<file path="config.mk">
export PLATFORM = sky130hd
export DESIGN_NAME = pattern_sequencer_flat
export DESIGN_NICKNAME = d
export VERILOG_FILES = /design/src/rtl/pattern_sequencer_if.sv /design/src/rtl/pattern_sequencer.sv /design/src/flat_wrapper.sv
export SDC_FILE = /design/constraint.sdc
export NUM_CORES = 1
export LEC_CHECK = 0
export ABC_AREA = 1
export CAP_MARGIN = 20
export CELL_PAD_IN_SITES_DETAIL_PLACEMENT = 0
export CELL_PAD_IN_SITES_GLOBAL_PLACEMENT = 1
export CORE_ASPECT_RATIO = 1.2
export CORE_MARGIN = 1.5
export CORE_UTILIZATION = 47
export DETAILED_ROUTE_END_ITERATION = 10
export GPL_TIMING_DRIVEN = 0
export MAX_ROUTING_LAYER = met4
export PLACE_DENSITY_LB_ADDON = 0.25
export SLEW_MARGIN = 30
export SYNTH_ARGS = -nofsm -noshare
export SYNTH_HDL_FRONTEND = slang
export SYNTH_SLANG_ARGS = --single-unit
</file>
<file path="constraint.sdc">
create_clock -name clk -period 3.6 [get_ports clk]
set_input_delay 0.72 -clock clk [delete_from_list [all_inputs] [get_ports clk]]
set_output_delay 0.72 -clock clk [all_outputs]
set_load 0.02 [all_outputs]
</file>
<file path="src/rtl/pattern_sequencer_if.sv">
// Bus interface for pattern_sequencer: edge-table programming, run control and status.
//   master : drives cfg_we/cfg_addr/cfg_time/cfg_level, len/period/repeat_en, start/stop;
//            observes busy, pattern_out, period_done, err
//   slave  : the sequencer side of the same signals
interface pattern_sequencer_if #(
  parameter int unsigned IDX_W = 3,
  parameter int unsigned TW    = 16
);
  logic             cfg_we;
  logic [IDX_W-1:0] cfg_addr;
  logic [TW-1:0]    cfg_time;
  logic             cfg_level;
  logic [IDX_W:0]   len;
  logic [TW-1:0]    period;
  logic             repeat_en;
  logic             start;
  logic             stop;
  logic             busy;
  logic             pattern_out;
  logic             period_done;
  logic             err;

  modport master (
    output cfg_we, cfg_addr, cfg_time, cfg_level, len, period, repeat_en, start, stop,
    input  busy, pattern_out, period_done, err
  );

  modport slave (
    input  cfg_we, cfg_addr, cfg_time, cfg_level, len, period, repeat_en, start, stop,
    output busy, pattern_out, period_done, err
  );
endinterface

</file>
<file path="src/rtl/pattern_sequencer.sv">
// Programmable waveform sequencer: replays a table of timed level changes on
// pattern_out, once or repeating every `period` ticks.
// Ports:
//   clk  - system clock
//   rst  - asynchronous, active-high reset
//   bus  - pattern_sequencer_if.slave: table writes (cfg_*), run setup
//          (len, period, repeat_en), start/stop, and registered status
//          outputs busy, pattern_out, period_done, err
// Optional feature macro: PATSEQ_PRESCALE_EN adds parameter PRESCALE and makes
// one tick last PRESCALE clocks; undefined means one tick per clock.
// IDX_W and TW must match the parameters of the connected interface.
module pattern_sequencer #(
  parameter int unsigned EDGES      = 8,
  parameter int unsigned IDX_W      = 3,
  parameter int unsigned TW         = 16,
  parameter logic        INIT_LEVEL = 1'b0
`ifdef PATSEQ_PRESCALE_EN
  , parameter int unsigned PRESCALE = 10
`endif
) (
  input logic                clk,
  input logic                rst,
  pattern_sequencer_if.slave bus
);

  localparam int unsigned CW = IDX_W + 1;

  typedef enum logic {S_IDLE, S_RUN} state_e;

  state_e            state_q, state_d;
  logic              busy_q, busy_d;
  logic              pat_q, pat_d;
  logic              done_q, done_d;
  logic              err_q, err_d;
  logic [TW-1:0]     timer_q, timer_d;
  logic [CW-1:0]     idx_q, idx_d;
  logic [CW-1:0]     len_q, len_d;
  logic [TW-1:0]     period_q, period_d;
  logic              rep_q, rep_d;

  logic [TW-1:0]     tab_time_q [EDGES];
  logic [EDGES-1:0]  tab_level_q;

  logic              tab_we_c;
  logic              cfg_ok_c;
  logic              tick_c;
  logic [IDX_W-1:0]  ent_idx_c;
  logic [TW-1:0]     ent_time_c;
  logic              ent_level_c;

  // Edge table: writable only while not running; not reset by design
  assign tab_we_c = bus.cfg_we && !busy_q && ({1'b0, bus.cfg_addr} < CW'(EDGES));

  always_ff @(posedge clk) begin
    if (tab_we_c) begin
      tab_time_q[bus.cfg_addr]  <= bus.cfg_time;
      tab_level_q[bus.cfg_addr] <= bus.cfg_level;
    end
  end

  // Run setup legality check, applied when start is seen in IDLE
  assign cfg_ok_c = (bus.len != '0) && (bus.len <= CW'(EDGES)) && (bus.period != '0);

  // Entry currently under examination (only meaningful while idx_q < len_q)
  assign ent_idx_c   = idx_q[IDX_W-1:0];
  assign ent_time_c  = tab_time_q[ent_idx_c];
  assign ent_level_c = tab_level_q[ent_idx_c];

`ifdef PATSEQ_PRESCALE_EN
  localparam int unsigned PW = (PRESCALE > 1) ? $clog2(PRESCALE) : 1;

  logic [PW-1:0] pre_q, pre_d;

  // Tick fires on the first clock of each PRESCALE-clock window
  assign tick_c = (pre_q == '0);

  always_comb begin
    pre_d = '0;
    if (state_q == S_RUN && !bus.stop) begin
      pre_d = (pre_q == PW'(PRESCALE - 1)) ? '0 : pre_q + PW'(1);
    end
  end

  always_ff @(posedge clk or posedge rst) begin
    if (rst) pre_q <= '0;
    else     pre_q <= pre_d;
  end
`else
  assign tick_c = 1'b1;
`endif

  // State register
  always_ff @(posedge clk or posedge rst) begin
    if (rst) begin
      state_q  <= S_IDLE;
      busy_q   <= 1'b0;
      pat_q    <= INIT_LEVEL;
      done_q   <= 1'b0;
      err_q    <= 1'b0;
      timer_q  <= '0;
      idx_q    <= '0;
      len_q    <= '0;
      period_q <= '0;
      rep_q    <= 1'b0;
    end else begin
      state_q  <= state_d;
      busy_q   <= busy_d;
      pat_q    <= pat_d;
      done_q   <= done_d;
      err_q    <= err_d;
      timer_q  <= timer_d;
      idx_q    <= idx_d;
      len_q    <= len_d;
      period_q <= period_d;
      rep_q    <= rep_d;
    end
  end

  // Next-state and output logic
  always_comb begin
    state_d  = state_q;
    busy_d   = busy_q;
    pat_d    = pat_q;
    done_d   = 1'b0;
    err_d    = err_q;
    timer_d  = timer_q;
    idx_d    = idx_q;
    len_d    = len_q;
    period_d = period_q;
    rep_d    = rep_q;

    case (state_q)
      S_IDLE: begin
        pat_d = INIT_LEVEL;
        if (bus.start && !bus.stop) begin
          if (cfg_ok_c) begin
            state_d  = S_RUN;
            busy_d   = 1'b1;
            err_d    = 1'b0;
            timer_d  = '0;
            idx_d    = '0;
            len_d    = bus.len;
            period_d = bus.period;
            rep_d    = bus.repeat_en;
          end else begin
            err_d = 1'b1;
          end
        end
      end

      S_RUN: begin
        if (bus.stop) begin
          state_d = S_IDLE;
          busy_d  = 1'b0;
          pat_d   = INIT_LEVEL;
          timer_d = '0;
          idx_d   = '0;
        end else if (tick_c) begin
          // First tick of a period restores the idle level; a time-0 entry overrides it
          if (timer_q == '0) pat_d = INIT_LEVEL;

          if (idx_q < len_q) begin
            if (ent_time_c == timer_q) begin
              pat_d = ent_level_c;
              idx_d = idx_q + CW'(1);
            end else if (ent_time_c < timer_q) begin
              // Out-of-order or duplicate time: skip the entry and flag it
              err_d = 1'b1;
              idx_d = idx_q + CW'(1);
            end
          end

          if (timer_q == period_q - TW'(1)) begin
            done_d  = 1'b1;
            timer_d = '0;
            idx_d   = '0;
            if (!rep_q) begin
              state_d = S_IDLE;
              busy_d  = 1'b0;
            end
          end else begin
            timer_d = timer_q + TW'(1);
          end
        end
      end
    endcase
  end

  assign bus.busy        = busy_q;
  assign bus.pattern_out = pat_q;
  assign bus.period_done = done_q;
  assign bus.err         = err_q;

endmodule

</file>
<file path="src/flat_wrapper.sv">
// flat-port wrapper written by rule: the top's interface ports become plain ports
module pattern_sequencer_flat 
#(
  parameter int unsigned EDGES      = 8,
  parameter int unsigned IDX_W      = 3,
  parameter int unsigned TW         = 16,
  parameter logic        INIT_LEVEL = 1'b0

)
  (clk, rst, bus_cfg_we, bus_cfg_addr, bus_cfg_time, bus_cfg_level, bus_len, bus_period, bus_repeat_en, bus_start, bus_stop, bus_busy, bus_pattern_out, bus_period_done, bus_err);
  pattern_sequencer_if #(.IDX_W(IDX_W), .TW(TW)) bus_i ();
  input logic clk;
  input logic rst;
  input wire logic [$bits(bus_i.cfg_we)-1:0] bus_cfg_we;
  input wire logic [$bits(bus_i.cfg_addr)-1:0] bus_cfg_addr;
  input wire logic [$bits(bus_i.cfg_time)-1:0] bus_cfg_time;
  input wire logic [$bits(bus_i.cfg_level)-1:0] bus_cfg_level;
  input wire logic [$bits(bus_i.len)-1:0] bus_len;
  input wire logic [$bits(bus_i.period)-1:0] bus_period;
  input wire logic [$bits(bus_i.repeat_en)-1:0] bus_repeat_en;
  input wire logic [$bits(bus_i.start)-1:0] bus_start;
  input wire logic [$bits(bus_i.stop)-1:0] bus_stop;
  output wire logic [$bits(bus_i.busy)-1:0] bus_busy;
  output wire logic [$bits(bus_i.pattern_out)-1:0] bus_pattern_out;
  output wire logic [$bits(bus_i.period_done)-1:0] bus_period_done;
  output wire logic [$bits(bus_i.err)-1:0] bus_err;
  assign bus_i.cfg_we = bus_cfg_we;
  assign bus_i.cfg_addr = bus_cfg_addr;
  assign bus_i.cfg_time = bus_cfg_time;
  assign bus_i.cfg_level = bus_cfg_level;
  assign bus_i.len = bus_len;
  assign bus_i.period = bus_period;
  assign bus_i.repeat_en = bus_repeat_en;
  assign bus_i.start = bus_start;
  assign bus_i.stop = bus_stop;
  assign bus_busy = bus_i.busy;
  assign bus_pattern_out = bus_i.pattern_out;
  assign bus_period_done = bus_i.period_done;
  assign bus_err = bus_i.err;
  pattern_sequencer #(.EDGES(EDGES), .IDX_W(IDX_W), .TW(TW), .INIT_LEVEL(INIT_LEVEL)) u_core (.clk(clk), .rst(rst), .bus(bus_i));
endmodule
</file>
Word-level counts from Yosys, hierarchy flattened
Memories as Yosys holds them, arrays and structs flattened.
Cells that the tools add are included.
{"block": "classes", "n_addsub": 3, "multipliers": 0, "n_div": 0, "magnitude_cmp": 6, "n_eq_ne": 12, "shift": 0, "mux": 47, "bitwise": 1, "reduce_logical": 15}
{"cell": "16-bit two-way mux", "n": 4}
{"cell": "16-bit equality test", "n": 2}
{"cell": "16-bit one-hot mux with 2 select lines", "n": 1}
{"cell": "4-bit two-way mux", "n": 7}
{"cell": "1-bit two-way mux", "n": 27}
{"cell": "16-bit by 1-bit adder with 16-bit output, second input constant", "n": 1}
{"cell": "16-bit logical NOT", "n": 1}
{"cell": "16-bit < comparator", "n": 1}
{"cell": "16-bit nonzero test", "n": 1}
{"cell": "16-bit by 1-bit subtractor with 16-bit output, second input constant", "n": 1}
{"cell": "8-bit bitwise mux", "n": 1}
{"cell": "3-bit by 4-bit < comparator with 1-bit output, second input constant", "n": 2}
{"cell": "2-bit != test, second input constant", "n": 4}
{"cell": "1-bit one-hot mux with 2 select lines", "n": 4}
{"cell": "4-bit one-hot mux with 2 select lines", "n": 1}
{"cell": "4-bit AND reduction", "n": 2}
{"cell": "3-bit != test, second input constant", "n": 2}
{"cell": "1-bit logical AND", "n": 5}
{"cell": "5-bit != test, second input constant", "n": 1}
{"cell": "5-bit AND reduction", "n": 1}
{"cell": "4-bit by 1-bit adder with 4-bit output, second input constant", "n": 1}
{"cell": "4-bit <= comparator, second input constant", "n": 1}
{"cell": "4-bit < comparator", "n": 1}
{"cell": "2-bit by 1-bit != test with 1-bit output, second input constant", "n": 2}
{"cell": "9 further kinds", "n": 10}
{"block": "word_totals", "register_bits": 54, "latchBits": 0, "ram_bits": 128, "romBits": 0, "input_bits": 46, "out_inout_bits": 4, "word_cells": 96, "memories": 1}
{"name": "u_core.tab_time_q", "words": 8, "width": 16, "read_ports": 1, "rd_ports_with_merged_regs": 0, "write_ports": 1, "line_no": "pattern_sequencer.sv:41", "rtl": "logic [TW-1:0] tab_time_q [EDGES];"}

Depth between registers and ports, before layout
An unclocked memory read counts as a cell.
{"block": "logic_depth", "depth_word": 8, "depth_mapped": 22, "depth_no_buf": 19}

Worst setup path before layout
Ideal clock, no wire load.
{"block": "synth_path", "path_type": "flip-flop to flip-flop", "from": "register u_core.idx_q[0]", "to": "register u_core.idx_q[1]", "setup_time_ns": 0.123, "arrival_time_ns": 2.637, "required_time_ns": 3.477, "slack_ns": 0.840, "path_stages_with_launch": 21, "path_buffers": 3, "synth_period_minus_slack_ns": 2.760, "path_cell_list": "dfrtp_1 buf_2 inv_1 clkbuf_1 clkbuf_1 nor2_1 o22ai_1 nor2_1 a31oi_1 ha_1 a21oi_1 nor2_1 nor2_1 nand2_1 nor2_1 nand2_1 nand3_1 o21bai_2 nand2_2 nand2_1 o21ai_1"}
{"block": "synth_between", "elab_chain_cells": 7, "word_cells_on_any_way": 14, "classes_between": "add/sub (1); order compare (2); eq/ne (3); mux (6); reduce/logical (1); memory (1)"}
{"element": "from (decl)", "line_no": "pattern_sequencer.sv:36", "rtl": "logic [CW-1:0] idx_q, idx_d;"}
{"element": "from (signal assigned)", "line_no": "pattern_sequencer.sv:112", "rtl": "idx_q <= idx_d;"}
{"element": "branches (longest 7 deep; another with memory read 8 x 16 bit)"}
Parallel ways; which one is timed is not known. The select of a mux whose other input is x is not followed.
A chain may end at the register's enable or synchronous reset.

Worst setup path after layout
Same ends and word-level chain as after synthesis.

==> qor.txt <==
Drt drc -> 0
Worst-path clk slew -> 80 ps
Root Buffer -> clkbuf_16
Initial cell density of the core -> 48.1%
Post-synth top flop -> edfxtp_1
Reg-to-reg slack, setup -> 350 ps
Register area share after synthesis -> 59.7%
Syn_area_per_cell -> 9.80 µm²
Hold Crit Class -> reg -> reg
Power Density -> 559 nW/µm²
Clock skew -> 14.0 ps
Status -> complete, no violations
DR pass1 iterations -> 5
CP max-delay cell -> dfrtp_1
Via count -> 6334
Period utilization -> 90.4%
Antenna Cells -> 0
Global-route wire length before repair -> 33.5 mm
Average wire per standard cell -> 17.4 µm
Worst-margin pin slew -> 672 ps
Largest net degree at the start of global routing -> 47
Leak Pwr -> 0.00399 µW
Die Height -> 153 µm
Cell count after synthesis -> 895
HPWL Detailed -> 14.9 mm
Final ANT Viol Nets -> 0
Synth area leaders -> edfxtp_1 47%, dfrtp_1 13%, nand2_1 7.1%, nor2_1 6.9%, o21ai_0 4.9%
Total CTS buffers -> 17
Most frequent cells in the layout -> 165 x nand2_1, 154 x nor2_1, 136 x edfxtp_1
Fin. max-slew vios -> 0
Vias in the first global route -> 6353
Worst Setup SP -> u_core.idx_q[0]$_DFFE_PP0P_
Ratio of cells with drive above 1 in the final layout -> 9.61%
Tmin final -> 3250 ps
Layout area overhead -> 16.7%
Final setup vio count -> 0
Unique cell type count in the Yosys netlist -> 41
Cell mode on critical path -> nor2_1
FMAX -> 307 MHz
Via/cell ratio -> 5.27
RSZ-0062 raised after global routing -> no
Netlist Area Pre-Place -> 8770 µm²
CP peak stage delay -> 390 ps
IO buf count -> 49
Slew headroom -> 55.2%
Register bit total from synthesis -> 182
Yosys top cell area share -> 46.6%
Die W -> 128 µm
DP Area -> 9610 µm²
Core Area -> 18200 µm²
Max cap viols -> 0
Skew-Pair Late Insertion Delay -> 430 ps
Arr. time, crit path -> 3610 ps
Syn_nets -> 964
Clk buf depth -> 2
Most common cell after layout, fill and taps aside -> nand2_1
WS Path Type -> reg -> reg
Post-synth ARST share -> 25.3%
Crit path to -> u_core.idx_q[1]$_DFFE_PP0P_
Detailed Route WL -> 21.0 mm
CTS Hold Bufs -> 0
Final Hold Slack -> 504 ps
Ys Warns -> 0
Number of clock sinks -> 182
TritonCTS clock tree -> done
Element type at the critical path end -> register
H-Tree Depth -> 4
DRT iter0 DRCs -> 363
CP cell instances -> buf_2 -> inv_2 -> clkbuf_4 -> clkbuf_4 -> nor2_1 -> o22ai_1 -> nor2_1 -> a31oi_1 -> ha_1 -> nand2_1 -> nor2_1 -> nand2_1 -> nor2_1 -> a21oi_1 -> nand3_1 -> o21bai_2 -> nand2_2 -> nand2_1 -> o21ai_1
IO Pins -> 50
Number of enable flip-flop cells after synthesis -> 136
Final instance area -> 10200 µm²
Die area -> 19500 µm²
Final hold violation count -> 0
Critical Path RT -> 3960 ps
Worst Path Buf+Inv -> 4
Grt ovf -> 0
R2r endpoint -> u_core.idx_q[1]$_DFFE_PP0P_
FF-to-FF path depth -> 19
Crit path max-delay family -> compound AO/OA/AOI/OAI gates
Initial antenna violation count -> 0
Worst r2r src -> u_core.idx_q[0]$_DFFE_PP0P_
Layout Nets -> 1034
Max FO, Critical Path -> 10
Worst path depth -> 19
GRT Util Overall -> 23.4%
# rows -> 54
Largest area contributor in the netlist -> edfxtp_1
Setup crit start kind -> register
Worst VDD drop -> 0.421 mV
RePlAce Congestion -> 0.814
## synth_stat cells (3+ instances only)
library cell  number
nand2_1          165
nor2_1           162
edfxtp_1         136
o21ai_0           85
inv_1             65
dfrtp_1           46
clkbuf_1          27
ha_1              23
nand3_1           23
o22ai_1           23
xor2_1            19
a31oi_1           16
a21oi_1           12
nor2_2            12
nor3_1            10
o21ai_1           10
nand4_1            9
nand2_2            8
nand3b_1           6
buf_2              5
xnor2_1            5
nor4_1             3
## sequential cells by signal, summed over array words and instances (netlist names)
| name | flops |
|---|---|
| u_core.bus.busy | 1 |
| u_core.period_q | 16 |
| u_core.bus.pattern_out | 1 |
| u_core.tab_level_q | 8 |
| u_core.rep_q | 1 |
| u_core.state_q | 1 |
| u_core.bus.period_done | 1 |
| u_core.bus.err | 1 |
| u_core.idx_q | 4 |
| u_core.tab_time_q | 128 |
| u_core.timer_q | 16 |
| u_core.len_q | 4 |
## layer usage
metal  track usage, %  routed length [µm]  up-vias
met1             27.8                8740     2962
met5                -                   0        -
met3             3.51                 915       24
met4             7.38                 329        0
li1                 -                   -     3196
met2             40.8               11000      152
## through the flow
| stage | util [%] | std cells | TNS, ps | power [µW] | setup WS (ps) |
|---|---|---|---|---|---|
| 2_1_floorplan | - | 895 | 0 | 3450 | 840 |
| 3_3_place_gp | 52.3 | 1168 | -532 | 3870 | -139 |
| 3_5_place_dp | 52.7 | 1170 | -676 | 3890 | -179 |
| 4_1_cts | 56.0 | 1202 | 0 | 5740 | 48.4 |
| 5_1_grt | 56.1 | 1202 | 0 | 6020 | 2.56 |
| 6_report | 56.1 | 1202 | 0 | 5710 | 347 |
## logic make-up after synthesis
group                      after synthesis  share of synthesized area [%]
xor gates and xnor gates                24                           2.40
AOI/OAI and AO/OA                      154                           9.76
DFF                                    182                           59.7
adders and majority gates               23                           3.28
buffers and inverters                  101                           4.41
and+or+nand+nor                        411                           20.4
## worst reg2reg max path: stages (launching register included)
cell and delay, ps:
dfrtp_1 390, buf_2 190, inv_2 140, clkbuf_4 240, clkbuf_4 260, nor2_1 70
o22ai_1 220, nor2_1 70, a31oi_1 220, ha_1 270, nand2_1 80, nor2_1 50
nand2_1 160, nor2_1 110, a21oi_1 150, nand3_1 70, o21bai_2 200, nand2_2 140
nand2_1 70, o21ai_1 90
## area by class of cell
| type | count | area, µm² |
|---|---|---|
| sequential | 182 | 5240 |
| clock inverter | 14 | 161 |
| inverter | 68 | 262 |
| timing repair buffer | 51 | 513 |
| fill | 1645 | 8010 |
| buffer | 33 | 153 |
| multi-input combinational | 612 | 3200 |
| clock buffer | 18 | 429 |
| tap | 224 | 280 |
## report_power, final
part / switching [µW] / total [µW] / leakage (µW) / internal [µW]
Sequential: 123 / 2520 / 0.00183 / 2390
Combinational: 880 / 1340 / 0.00187 / 459
Clock: 873 / 1860 / 0.000282 / 988
## worst min-delay path by stage
| stage | startpoint | end | slack (ps) | cells after the start |
|---|---|---|---|---|
| floorplan | u_core.len_q[0]$_DFFE_PP0P_ | u_core.len_q[0]$_DFFE_PP0P_ | 450 | 2 |
| global placement | u_core.rep_q$_DFFE_PP0P_ | u_core.rep_q$_DFFE_PP0P_ | 480 | 2 |
| detailed placement | u_core.len_q[0]$_DFFE_PP0P_ | u_core.len_q[0]$_DFFE_PP0P_ | 480 | 2 |
| CTS | u_core.rep_q$_DFFE_PP0P_ | u_core.rep_q$_DFFE_PP0P_ | 510 | 2 |
| global route | u_core.rep_q$_DFFE_PP0P_ | u_core.rep_q$_DFFE_PP0P_ | 530 | 2 |
| finish | u_core.rep_q$_DFFE_PP0P_ | u_core.rep_q$_DFFE_PP0P_ | 500 | 2 |
## what timing repair did
| action | 4_1_cts | 5_1_grt |
|---|---|---|
| gates resized for setup | 5 | 19 |
| pin swaps | 0 | 0 |
| setup endpoints to repair | 4 | 5 |
| buffers inserted | 0 | 0 |
No activity file was read; power rests on OpenSTA's default activity.
